$ cat config.mk
export PLATFORM = sky130hd
export DESIGN_NAME = murax_shift_out_flat
export DESIGN_NICKNAME = d
export VERILOG_FILES = /design/src/rtl/murax_shift_out_if.sv /design/src/rtl/murax_shift_out.sv /design/src/flat_wrapper.sv
export SDC_FILE = /design/constraint.sdc
export NUM_CORES = 1
export LEC_CHECK = 0
export ABC_AREA = 1
export CORE_ASPECT_RATIO = 1.1
export CORE_MARGIN = 1.5
export CORE_UTILIZATION = 41
export DETAILED_ROUTE_END_ITERATION = 10
export GPL_ROUTABILITY_DRIVEN = 1
export HOLD_SLACK_MARGIN = 0.06
export SKIP_LAST_GASP = 1
export SYNTH_ARGS = -nofsm -noshare
export SYNTH_HDL_FRONTEND = slang
export SYNTH_SLANG_ARGS = --single-unit
$ cat constraint.sdc
create_clock -name io_mainClk -period 7 [get_ports io_mainClk]
set_input_delay 2.1 -clock io_mainClk [delete_from_list [all_inputs] [get_ports io_mainClk]]
set_output_delay 2.1 -clock io_mainClk [all_outputs]
set_load 0.01 [all_outputs]
$ cat src/rtl/murax_shift_out_if.sv
// APB3 slave bus bundle for the shiftOut peripheral.
interface murax_shift_out_if;
  logic [3:0]  paddr;
  logic        psel;
  logic        penable;
  logic        pwrite;
  logic [31:0] pwdata;
  logic [31:0] prdata;
  logic        pready;

  modport master (output paddr, psel, penable, pwrite, pwdata, input prdata, pready);
  modport slave  (input paddr, psel, penable, pwrite, pwdata, output prdata, pready);
endinterface

$ cat src/rtl/murax_shift_out.sv
// Arduino-style shiftOut APB3 peripheral: divided bit clock, bit order, one-deep hold register.
// Optional interrupt output enabled by defining SHIFT_OUT_IRQ_EN.
module murax_shift_out #(
  parameter logic [15:0] DEFAULT_DIV = 16'd11
) (
  input  logic             io_mainClk,
  input  logic             io_asyncReset,
  murax_shift_out_if.slave apb,
  output logic             io_shiftOut_dataPin,
  output logic             io_shiftOut_clockPin
`ifdef SHIFT_OUT_IRQ_EN
  ,
  output logic             io_interrupt
`endif
);

  typedef enum logic [1:0] {IDLE, SETUP, HIGH} state_t;

  state_t      state;
  logic [7:0]  shifter;
  logic [7:0]  hold_reg;
  logic        hold_full;
  logic        overrun;
  logic        msb_first;
  logic [15:0] div;
  logic        sh_msb;
  logic [15:0] sh_div;
  logic [15:0] phase_cnt;
  logic [2:0]  bit_cnt;
  logic        data_pin;
  logic        clock_pin;
  logic        irq_en;

  logic        wr;
  logic        wr_data;
  logic        wr_ctrl;
  logic        wr_status;
  logic        busy;
  logic        phase_done;
  logic        byte_done;
  logic        do_load;
  logic [7:0]  load_byte;
  logic [31:0] prdata;
  logic        unused_bits;

  assign wr        = apb.psel & apb.penable & apb.pwrite;
  assign wr_data   = wr & (apb.paddr == 4'h0);
  assign wr_ctrl   = wr & (apb.paddr == 4'h4);
  assign wr_status = wr & (apb.paddr == 4'h8);

  assign busy       = (state != IDLE);
  assign phase_done = (phase_cnt == sh_div);
  assign byte_done  = (state == HIGH) & phase_done & (bit_cnt == 3'd7);

  // A write landing on the last HIGH cycle with an empty hold register is
  // loaded straight into the shifter, so it is never stranded while idle.
  assign do_load   = ((state == IDLE) & wr_data) | (byte_done & (hold_full | wr_data));
  assign load_byte = hold_full ? hold_reg : apb.pwdata[7:0];

  assign unused_bits = &{1'b0, apb.pwdata[15:1]};

  always_comb begin
    prdata = 32'h0;
    if (apb.psel) begin
      case (apb.paddr)
        4'h4:    prdata = {div, 14'b0, irq_en, msb_first};
        4'h8:    prdata = {29'b0, overrun, hold_full, busy};
        default: prdata = 32'h0;
      endcase
    end
  end

  assign apb.prdata           = prdata;
  assign apb.pready           = 1'b1;
  assign io_shiftOut_dataPin  = data_pin;
  assign io_shiftOut_clockPin = clock_pin;

`ifdef SHIFT_OUT_IRQ_EN
  logic irq_reg;

  always_ff @(posedge io_mainClk or posedge io_asyncReset) begin
    if (io_asyncReset) begin
      irq_en  <= 1'b0;
      irq_reg <= 1'b0;
    end else begin
      if (wr_ctrl) irq_en <= apb.pwdata[1];
      irq_reg <= irq_en & ~busy & ~hold_full;
    end
  end

  assign io_interrupt = irq_reg;
`else
  assign irq_en = 1'b0;
`endif

  always_ff @(posedge io_mainClk or posedge io_asyncReset) begin
    if (io_asyncReset) begin
      state     <= IDLE;
      shifter   <= 8'h0;
      hold_reg  <= 8'h0;
      hold_full <= 1'b0;
      overrun   <= 1'b0;
      msb_first <= 1'b0;
      div       <= DEFAULT_DIV;
      sh_msb    <= 1'b0;
      sh_div    <= 16'h0;
      phase_cnt <= 16'h0;
      bit_cnt   <= 3'd0;
      data_pin  <= 1'b0;
      clock_pin <= 1'b0;
    end else begin
      if (wr_ctrl) begin
        msb_first <= apb.pwdata[0];
        div       <= apb.pwdata[31:16];
      end

      // A new overrun beats a simultaneous clear.
      if (wr_data & busy & hold_full)
        overrun <= 1'b1;
      else if (wr_status & apb.pwdata[2])
        overrun <= 1'b0;

      if (wr_data & busy & ~hold_full & ~byte_done) begin
        hold_reg  <= apb.pwdata[7:0];
        hold_full <= 1'b1;
      end

      if (do_load) begin
        shifter   <= load_byte;
        data_pin  <= msb_first ? load_byte[7] : load_byte[0];
        sh_msb    <= msb_first;
        sh_div    <= div;
        phase_cnt <= 16'h0;
        bit_cnt   <= 3'd0;
        clock_pin <= 1'b0;
        state     <= SETUP;
        if (byte_done & hold_full) hold_full <= 1'b0;
      end else begin
        case (state)
          SETUP: begin
            if (phase_done) begin
              phase_cnt <= 16'h0;
              clock_pin <= 1'b1;
              state     <= HIGH;
            end else begin
              phase_cnt <= phase_cnt + 16'd1;
            end
          end
          HIGH: begin
            if (phase_done) begin
              phase_cnt <= 16'h0;
              clock_pin <= 1'b0;
              bit_cnt   <= bit_cnt + 3'd1;
              if (bit_cnt != 3'd7) begin
                shifter  <= sh_msb ? {shifter[6:0], 1'b0} : {1'b0, shifter[7:1]};
                data_pin <= sh_msb ? shifter[6] : shifter[1];
                state    <= SETUP;
              end else begin
                state <= IDLE;
              end
            end else begin
              phase_cnt <= phase_cnt + 16'd1;
            end
          end
          default: begin
            clock_pin <= 1'b0;
          end
        endcase
      end
    end
  end

endmodule

$ cat src/flat_wrapper.sv
// flat-port wrapper written by rule: the top's interface ports become plain ports
module murax_shift_out_flat 
#(
  parameter logic [15:0] DEFAULT_DIV = 16'd11
)
  (io_mainClk, io_asyncReset, io_shiftOut_dataPin, io_shiftOut_clockPin, apb_paddr, apb_psel, apb_penable, apb_pwrite, apb_pwdata, apb_prdata, apb_pready);
  murax_shift_out_if apb_i ();
  input  logic io_mainClk;
  input  logic io_asyncReset;
  output logic io_shiftOut_dataPin;
  output logic io_shiftOut_clockPin;
  input wire logic [$bits(apb_i.paddr)-1:0] apb_paddr;
  input wire logic [$bits(apb_i.psel)-1:0] apb_psel;
  input wire logic [$bits(apb_i.penable)-1:0] apb_penable;
  input wire logic [$bits(apb_i.pwrite)-1:0] apb_pwrite;
  input wire logic [$bits(apb_i.pwdata)-1:0] apb_pwdata;
  output wire logic [$bits(apb_i.prdata)-1:0] apb_prdata;
  output wire logic [$bits(apb_i.pready)-1:0] apb_pready;
  assign apb_i.paddr = apb_paddr;
  assign apb_i.psel = apb_psel;
  assign apb_i.penable = apb_penable;
  assign apb_i.pwrite = apb_pwrite;
  assign apb_i.pwdata = apb_pwdata;
  assign apb_prdata = apb_i.prdata;
  assign apb_pready = apb_i.pready;
  murax_shift_out #(.DEFAULT_DIV(DEFAULT_DIV)) u_core (.io_mainClk(io_mainClk), .io_asyncReset(io_asyncReset), .apb(apb_i), .io_shiftOut_dataPin(io_shiftOut_dataPin), .io_shiftOut_clockPin(io_shiftOut_clockPin));
endmodule
# ---- Word level (Yosys, flattened, before mapping)
# Cells that the tools add are included.
dict set report word_totals {
  wordCells 91
  regBits 75
  output_inout_bits 35
  in_bits 41
}
dict set report classes {
  bitwise 19
  muxes 34
  eq_ne 9
  reduce_logical 14
  n_addsub 2
}
# op n
set ops {}
lappend ops {{32-bit case mux with 2 select lines} 1}
lappend ops {{16-bit two-way mux} 3}
lappend ops {{8-bit two-way mux} 6}
lappend ops {{32-bit two-way mux} 1}
lappend ops {{16-bit by 1-bit adder with 16-bit output, second input constant} 1}
lappend ops {{16-bit equality test} 1}
lappend ops {{1-bit bitwise AND} 15}
lappend ops {{1-bit two-way mux} 15}
lappend ops {{2-bit nonzero test} 6}
lappend ops {{3-bit two-way mux} 3}
lappend ops {{2-bit two-way mux} 3}
lappend ops {{3-bit by 1-bit inequality test with 1-bit output, second input constant} 2}
lappend ops {{3-bit AND reduction} 2}
lappend ops {{4-bit by 3-bit equality test with 1-bit output, second input constant} 1}
lappend ops {{4-bit equality test, second input constant} 1}
lappend ops {{4-bit logical NOT} 1}
lappend ops {{2-bit case mux with 2 select lines} 1}
lappend ops {{2-bit AND reduction} 2}
lappend ops {{3-bit by 1-bit adder with 3-bit output, second input constant} 1}
lappend ops {{3-bit equality test, second input constant} 1}
lappend ops {{3-bit inequality test, second input constant} 1}
lappend ops {{3-bit nonzero test} 1}
lappend ops {{2-bit by 1-bit equality test with 1-bit output, second input constant} 1}
lappend ops {{2-bit equality test, second input constant} 1}
lappend ops {{5 further kinds} 7}

# ---- Longest topological paths before layout
# Gate-level depths: netlist (run 1).
dict set report logic_depth {
  ltp_word 9
  depth_mapped 14
  mapped_depth_nobuf 14
}

# ---- Worst setup path before layout (run 1)
# OpenSTA, ideal clock, no wires.
dict set report synth_path {
  kind {input-to-output}
  start {input apb_paddr[1]}
  end {output apb_prdata[21]}
  stages 5
  n_path_buf 1
  required_time_ns 4.900
  arrival_time_ns 3.003
  path_slack_ns 1.897
  cell_sequence {or2_4 -> nor2_1 -> nand2_1 -> clkbuf_1 -> nor2_1}
}
dict set report synth_between {
  elab_chain_cells 3
}
# element line
set synth_lines {}
lappend synth_lines {{start: declaration} flat_wrapper.sv:12} ;# input wire logic [$bits(apb_i.paddr)-1:0] apb_paddr;
lappend synth_lines {{4-bit equality test or 4-bit by 3-bit equality test with 1-bit output (tied branches)} murax_shift_out.sv:65} ;# case (apb.paddr)
lappend synth_lines {{32-bit case mux with 2 select lines *} murax_shift_out.sv:65}
lappend synth_lines {{32-bit two-way mux *} murax_shift_out.sv:64} ;# if (apb.psel) begin
lappend synth_lines {{end: declaration} flat_wrapper.sv:17} ;# output wire logic [$bits(apb_i.prdata)-1:0] apb_prdata;
# Every way passes the cells marked *; elsewhere a longest branch is shown, timed or not.

# ---- Final worst setup path (run 1)
dict set report layout_path {
  start {input apb_paddr[1]}
  end {output apb_prdata[0]}
}
# Same word-level chain as after synthesis.

==> flow_summary.yaml, run 1 <==
clocking:
  cts_htree_levels: 3
  cts_tree: "done"
  clk_latency_ps: 360
  clk_pin_slew_worst_paths_ps: 70
  clock_sinks: 75
  post_cts_buffers: 0
  cts.repair.resized: 0
  postCtsHoldBufs: 0
  clockBufferDepth: 2
  cts_root_buf: "clkbuf_8"
  cts_buffers: 9
cells_and_area:
  antenna_cells: 0
  fillers: 1016
  drive_gt1_frac: 0.0635
  syn_to_final_growth_pct: 18.3
  fin_area_um2: 5050
  layout.nets: 688
  reg_top3: "u_core.div x16, u_core.phase_cnt x16, u_core.sh_div x16"
die:
  dieArea_um2: 11000
  ios: 76
  fp-row-count: 38
  core_um2: 9980
  start_util: 0.427
  die_x_um: 100
  die_h_um: 110
routing:
  drt_iter0_markers: 264
  drc_errors: 0
  vias_per_cell: 4.82
  first_pass_iters: 6
  wl_per_cell_um: 12.2
  wirelength_um: 9310
  ant_nets: 0
  num_vias: 3689
pwr:
  total_leakage_power_nw: 2.68
  max-vdd-ir-drop_mv: 0.124
  p_sw_mw: 0.414
  p_comb_frac: 0.256
  p_int_mw: 0.812
  power_density_nw_per_um2: 243
  seqPwrFrac: 0.434
  sw_frac_of_total: 0.338
  p_clk_frac: 0.311
worst_setup_path:
  critPathMaxFanout: 17
  r2r_slack_ps: 4840
  required_ps: 4900
  worstPathArrival_ps: 4080
  critPathCaptureType: "output port"
  critPathLaunchType: "input port"
  crit_type: "input port to output port"
placement:
  io_buffers: 53
  gp_congestion: 0.870
  dp_slack_ps: 808
  post-dp-hpwl_um: 6880
  placed_cell_area_um2: 4820
sta:
  worst_pin_slew_ps: 998
  finalMaxSlewViolations: 0
  fin_crit_sh: 0.883
  worst_slack_ps: 817
  finalClockSkew_ps: 11.8
  setup_tns_ps: 0
  rsz0062_at_grt: "no"
  fmax_mhz: 162
  relSlewSlack: 0.333
  finalHoldViolCount: 0
  setup_viol: 0
  min_period_ps: 6180
global_routing:
  grt_usage: 0.187
  grt_max_degree: 50
  grt_pass1_vias: 3453
  grt_pass1_wl_um: 16100
  antenna_found_initial: 0
  gr-total-overflow: 0
synth:
  synth_cells: 593
  syn_area_um2: 4270
  synth_flop_cell: "dfrtp_1"
  synth_seq_cells: 75
  synth_area_per_cell_um2: 7.19
  yosysUniqueCellTypes: 33
  ys_seq_area_frac: 0.441
  yosys_warnings: 0
  synth_edf_count: 0
  postSynth.asyncResetShare: 1.00
run:
  max-cap-violations: 0
status:
  status: "completed"
min_path:
  hold_path_class: "flip-flop to flip-flop"
==> cells by family after synthesis <==
| kind of cell | count (synthesis) | synth area share |
|---|---|---|
| flops | 75 | 0.441 |
| buf+inv | 112 | 0.116 |
| simple gates | 309 | 0.308 |
| fa+ha+maj | 6 | 0.0176 |
| other cells | 2 | 0.00176 |
| compound gates | 80 | 0.0974 |
| xor+xnor | 9 | 0.0185 |
==> cells in the mapped netlist (8+ instances only) <==
cell type / count / area share
clkbuf_1: 8 / 0.0070
nor3_1: 14 / 0.016
nor2_1: 72 / 0.063
dfrtp_1: 72 / 0.42
a21oi_1: 26 / 0.030
xor2_1: 9 / 0.018
nand3_1: 26 / 0.030
o21ai_1: 14 / 0.016
o21ai_0: 31 / 0.036
inv_1: 76 / 0.067
buf_4: 14 / 0.025
nand2_1: 178 / 0.16
==> cells in the final DEF (no fill, tap or decap), drive strengths merged <==
cell type | Yosys | routed
dfstp | 3 | 3
bufinv | 0 | 2
ha | 6 | 6
nand2 | 185 | 185
conb | 2 | 14
inv | 82 | 82
xor2 | 9 | 9
buf | 21 | 1
a22o | 1 | 1
clkdlybuf4s50 | 0 | 53
a22oi | 1 | 1
nand4 | 2 | 2
or2 | 2 | 2
o22ai | 5 | 5
o21ai | 45 | 45
clkinv | 1 | 3
clkbuf | 8 | 12
nand3 | 28 | 28
a21oi | 26 | 26
nor4 | 2 | 2
dfrtp | 72 | 72
nor3 | 15 | 15
a31oi | 2 | 2
nor2 | 75 | 75
==> critical path, cell delays in order <==
cell             delay (ps)
clkdlybuf4s50_1         410
or2_4                   270
nor2_1                  120
nand2_1                 320
o22ai_1                 290
clkdlybuf4s50_1         570
==> metrics by stage <==
stage / utilization / power, mW / hold slack (ps) / std cells
finish: 0.505 / 1.23 / 484 / 766
global route: 0.505 / 1.31 / 504 / 766
CTS: 0.505 / 1.24 / 489 / 766
detailed placement: 0.482 / 0.852 / 469 / 750
global placement: 0.482 / 0.845 / 465 / 750
floorplan: - / 0.771 / 448 / 605
==> power by group through the flow <==
stage               clock (mW)  sequential [mW]  combinational, mW
floorplan                    0            0.521              0.250
global placement             0            0.537              0.307
detailed placement           0            0.538              0.314
CTS                      0.394            0.531              0.315
global route             0.406            0.540              0.362
finish                   0.381            0.531              0.313
==> final timing paths <==
| path | from | endpoint | cells after the start |
|---|---|---|---|
| max in group asynchronous | io_asyncReset | u_core.sh_div[8] | 3 |
| worst max register to register | u_core.state[0] | u_core.phase_cnt[14] | 11 |
| min in group asynchronous | io_asyncReset | u_core.hold_reg[5] | 2 |
| worst min register to register | u_core.io_shiftOut_dataPin | u_core.io_shiftOut_dataPin | 2 |
| worst min-delay path | u_core.io_shiftOut_dataPin | u_core.io_shiftOut_dataPin | 2 |
| worst max-delay path | apb_paddr[1] | apb_prdata[0] | 6 |
==> final cells by class <==
type                            count  area, µm²  area share
Tap cell                          120        150      0.0298
Sequential cell                    75       1880       0.373
Clock inverter                      4       73.8      0.0146
Multi-Input combinational cell    418       1940       0.384
Inverter                           83        312      0.0617
Timing Repair Buffer               54        538       0.107
Clock buffer                       12        155      0.0307
==> layer usage <==
layer	global-route usage	vias to the layer above	wire, µm
met3	0.0240	14	433
met1	0.270	1656	4630
li1	-	1916	-
met2	0.271	103	3990
met5	0	-	0
met4	0.103	0	254
No activity file was read; power rests on OpenSTA's default activity.
==> run 2: changes to the inputs <==
--- a/config.mk
+++ b/config.mk
@@ -12,6 +12,7 @@
 export DETAILED_ROUTE_END_ITERATION = 10
 export GPL_ROUTABILITY_DRIVEN = 1
 export HOLD_SLACK_MARGIN = 0.06
+export SKIP_CTS_REPAIR_TIMING = 1
 export SKIP_LAST_GASP = 1
 export SYNTH_ARGS = -nofsm -noshare
 export SYNTH_HDL_FRONTEND = slang
==> results of run 2 <==
Final layout, timing and power as in run 1 (identical DEF).
==> run 3: changes to the inputs <==
--- a/config.mk
+++ b/config.mk
@@ -7,7 +7,7 @@
 export LEC_CHECK = 0
 export ABC_AREA = 1
 export CORE_ASPECT_RATIO = 1.1
-export CORE_MARGIN = 1.5
+export CORE_MARGIN = 1
 export CORE_UTILIZATION = 41
 export DETAILED_ROUTE_END_ITERATION = 10
 export GPL_ROUTABILITY_DRIVEN = 1
==> flow_summary.yaml, run 3 (same netlist as run 1, synthesis figures left out) <==
pwr:
  power_density_nw_per_um2: 245
  power.total_mw: 1.24
  max-vdd-ir-drop_mv: 0.137
  total_leakage_power_nw: 2.69
die:
  die_x_um: 99.3
  fp-row-count: 38
  start_util: 0.427
  dieArea_um2: 10800
  core_um2: 9980
  ios: 76
  die_h_um: 109
sta:
  worst_pin_slew_ps: 1010
  setup_viol: 0
  rsz0062_at_grt: "no"
  finalClockSkew_ps: 11.3
  finalHoldViolCount: 0
  setup_tns_ps: 0
  worst_slack_ps: 844
  finalMaxSlewViolations: 0
  relSlewSlack: 0.323
  min_period_ps: 6160
  fmax_mhz: 162
  fin_crit_sh: 0.879
routing:
  wl_per_cell_um: 12.1
  ant_nets: 0
  first_pass_iters: 6
  num_vias: 3673
  vias_per_cell: 4.80
  drt_iter0_markers: 292
  wirelength_um: 9290
  drc_errors: 0
global_routing:
  grt_pass1_wl_um: 16200
  grt_max_degree: 56
  gr-total-overflow: 0
  antenna_found_initial: 0
  grt_usage: 0.190
  grt_pass1_vias: 3464
placement:
  dp.cells: 750
  post-dp-hpwl_um: 6730
  io_buffers: 53
  dp_slack_ps: 850
  gp_congestion: 0.872
cells_and_area:
  drive_gt1_frac: 0.0635
  final_util: 0.506
  antenna_cells: 0
  syn_to_final_growth_pct: 18.4
  layout.nets: 688
  finalNonFillerCells: 766
  layout_commonest_cell: "nand2_1"
  reg_top3: "u_core.div x16, u_core.phase_cnt x16, u_core.sh_div x16"
  layout_common_cells: "nand2_1 (178), inv_1 (75), nor2_1 (72), dfrtp_1 (72), clkdlybuf4s50_1 (53)"
status:
  status: "completed"
clocking:
  cts_tree: "done"
  clk_latency_ps: 350
  clock_sinks: 75
  cts_root_buf: "clkbuf_8"
  clockBufferDepth: 2
  cts_htree_levels: 3
  clk_pin_slew_worst_paths_ps: 70
  cts_buffers: 9
worst_setup_path:
  worstPathArrival_ps: 4060
  crit_type: "input port to output port"
  critPathLaunchType: "input port"
  critPathMaxFanout: 17
  required_ps: 4900
  critPathCaptureType: "output port"
run:
  max-cap-violations: 0
min_path:
  hold_path_class: "flip-flop to flip-flop"
-- run 3: changes by cell type in the layout (fill, tap and decap cells not counted), sizes merged --
cell and delta:
bufinv +1, clkbuf -2, clkinv +1
-- run 3: cell type report --
class	instances	area, µm²
Clock buffer	10	128
Clock inverter	6	105
Fill cell	985	4930
Inverter	83	312
Multi-Input combinational cell	418	1940
Sequential cell	75	1880
Tap cell	120	150
Timing Repair Buffer	54	538
-- run 3: report_power, final --
group	internal [mW]	switching [mW]
registers	0.485	0.0463
logic	0.106	0.206
clock network	0.235	0.161
-- run 3: per-layer routing --
| metal | vias to the layer above | part of all wire | GRT usage |
|---|---|---|---|
| li1 | 1907 | - | - |
| met1 | 1660 | 0.51 | 0.273 |
| met2 | 99 | 0.42 | 0.284 |
| met3 | 7 | 0.051 | 0.0417 |
| met4 | 0 | 0.013 | 0.0641 |
| met5 | - | 0 | 0 |
-- run 3: per-stage QoR --
step | hold WS [ps] | area [µm²]
after floorplan | 448 | 4310
after global placement | 465 | 4820
after detailed placement | 467 | 4820
after CTS | 487 | 5050
after global routing | 499 | 5050
final | 484 | 5050
-- run 3: worst max-delay path, stage by stage --
cell and delay [ps]:
clkdlybuf4s50_1 390, or2_4 270, nor2_1 120, nand2_1 330, o22ai_1 280, clkdlybuf4s50_1 570
-- run 3: worst paths after layout --
check | to | slack (ps) | cells past startpoint | start
max in group asynchronous | u_core.div[5] | 3870 | 3 | io_asyncReset
worst max register to register | u_core.phase_cnt[9] | 4880 | 11 | u_core.phase_cnt[5]
min in group asynchronous | u_core.hold_reg[5] | 2070 | 2 | io_asyncReset
worst min register to register | u_core.io_shiftOut_dataPin | 480 | 2 | u_core.io_shiftOut_dataPin
worst min-delay path | u_core.io_shiftOut_dataPin | 480 | 2 | u_core.io_shiftOut_dataPin
worst max-delay path | apb_prdata[0] | 840 | 6 | apb_paddr[1]
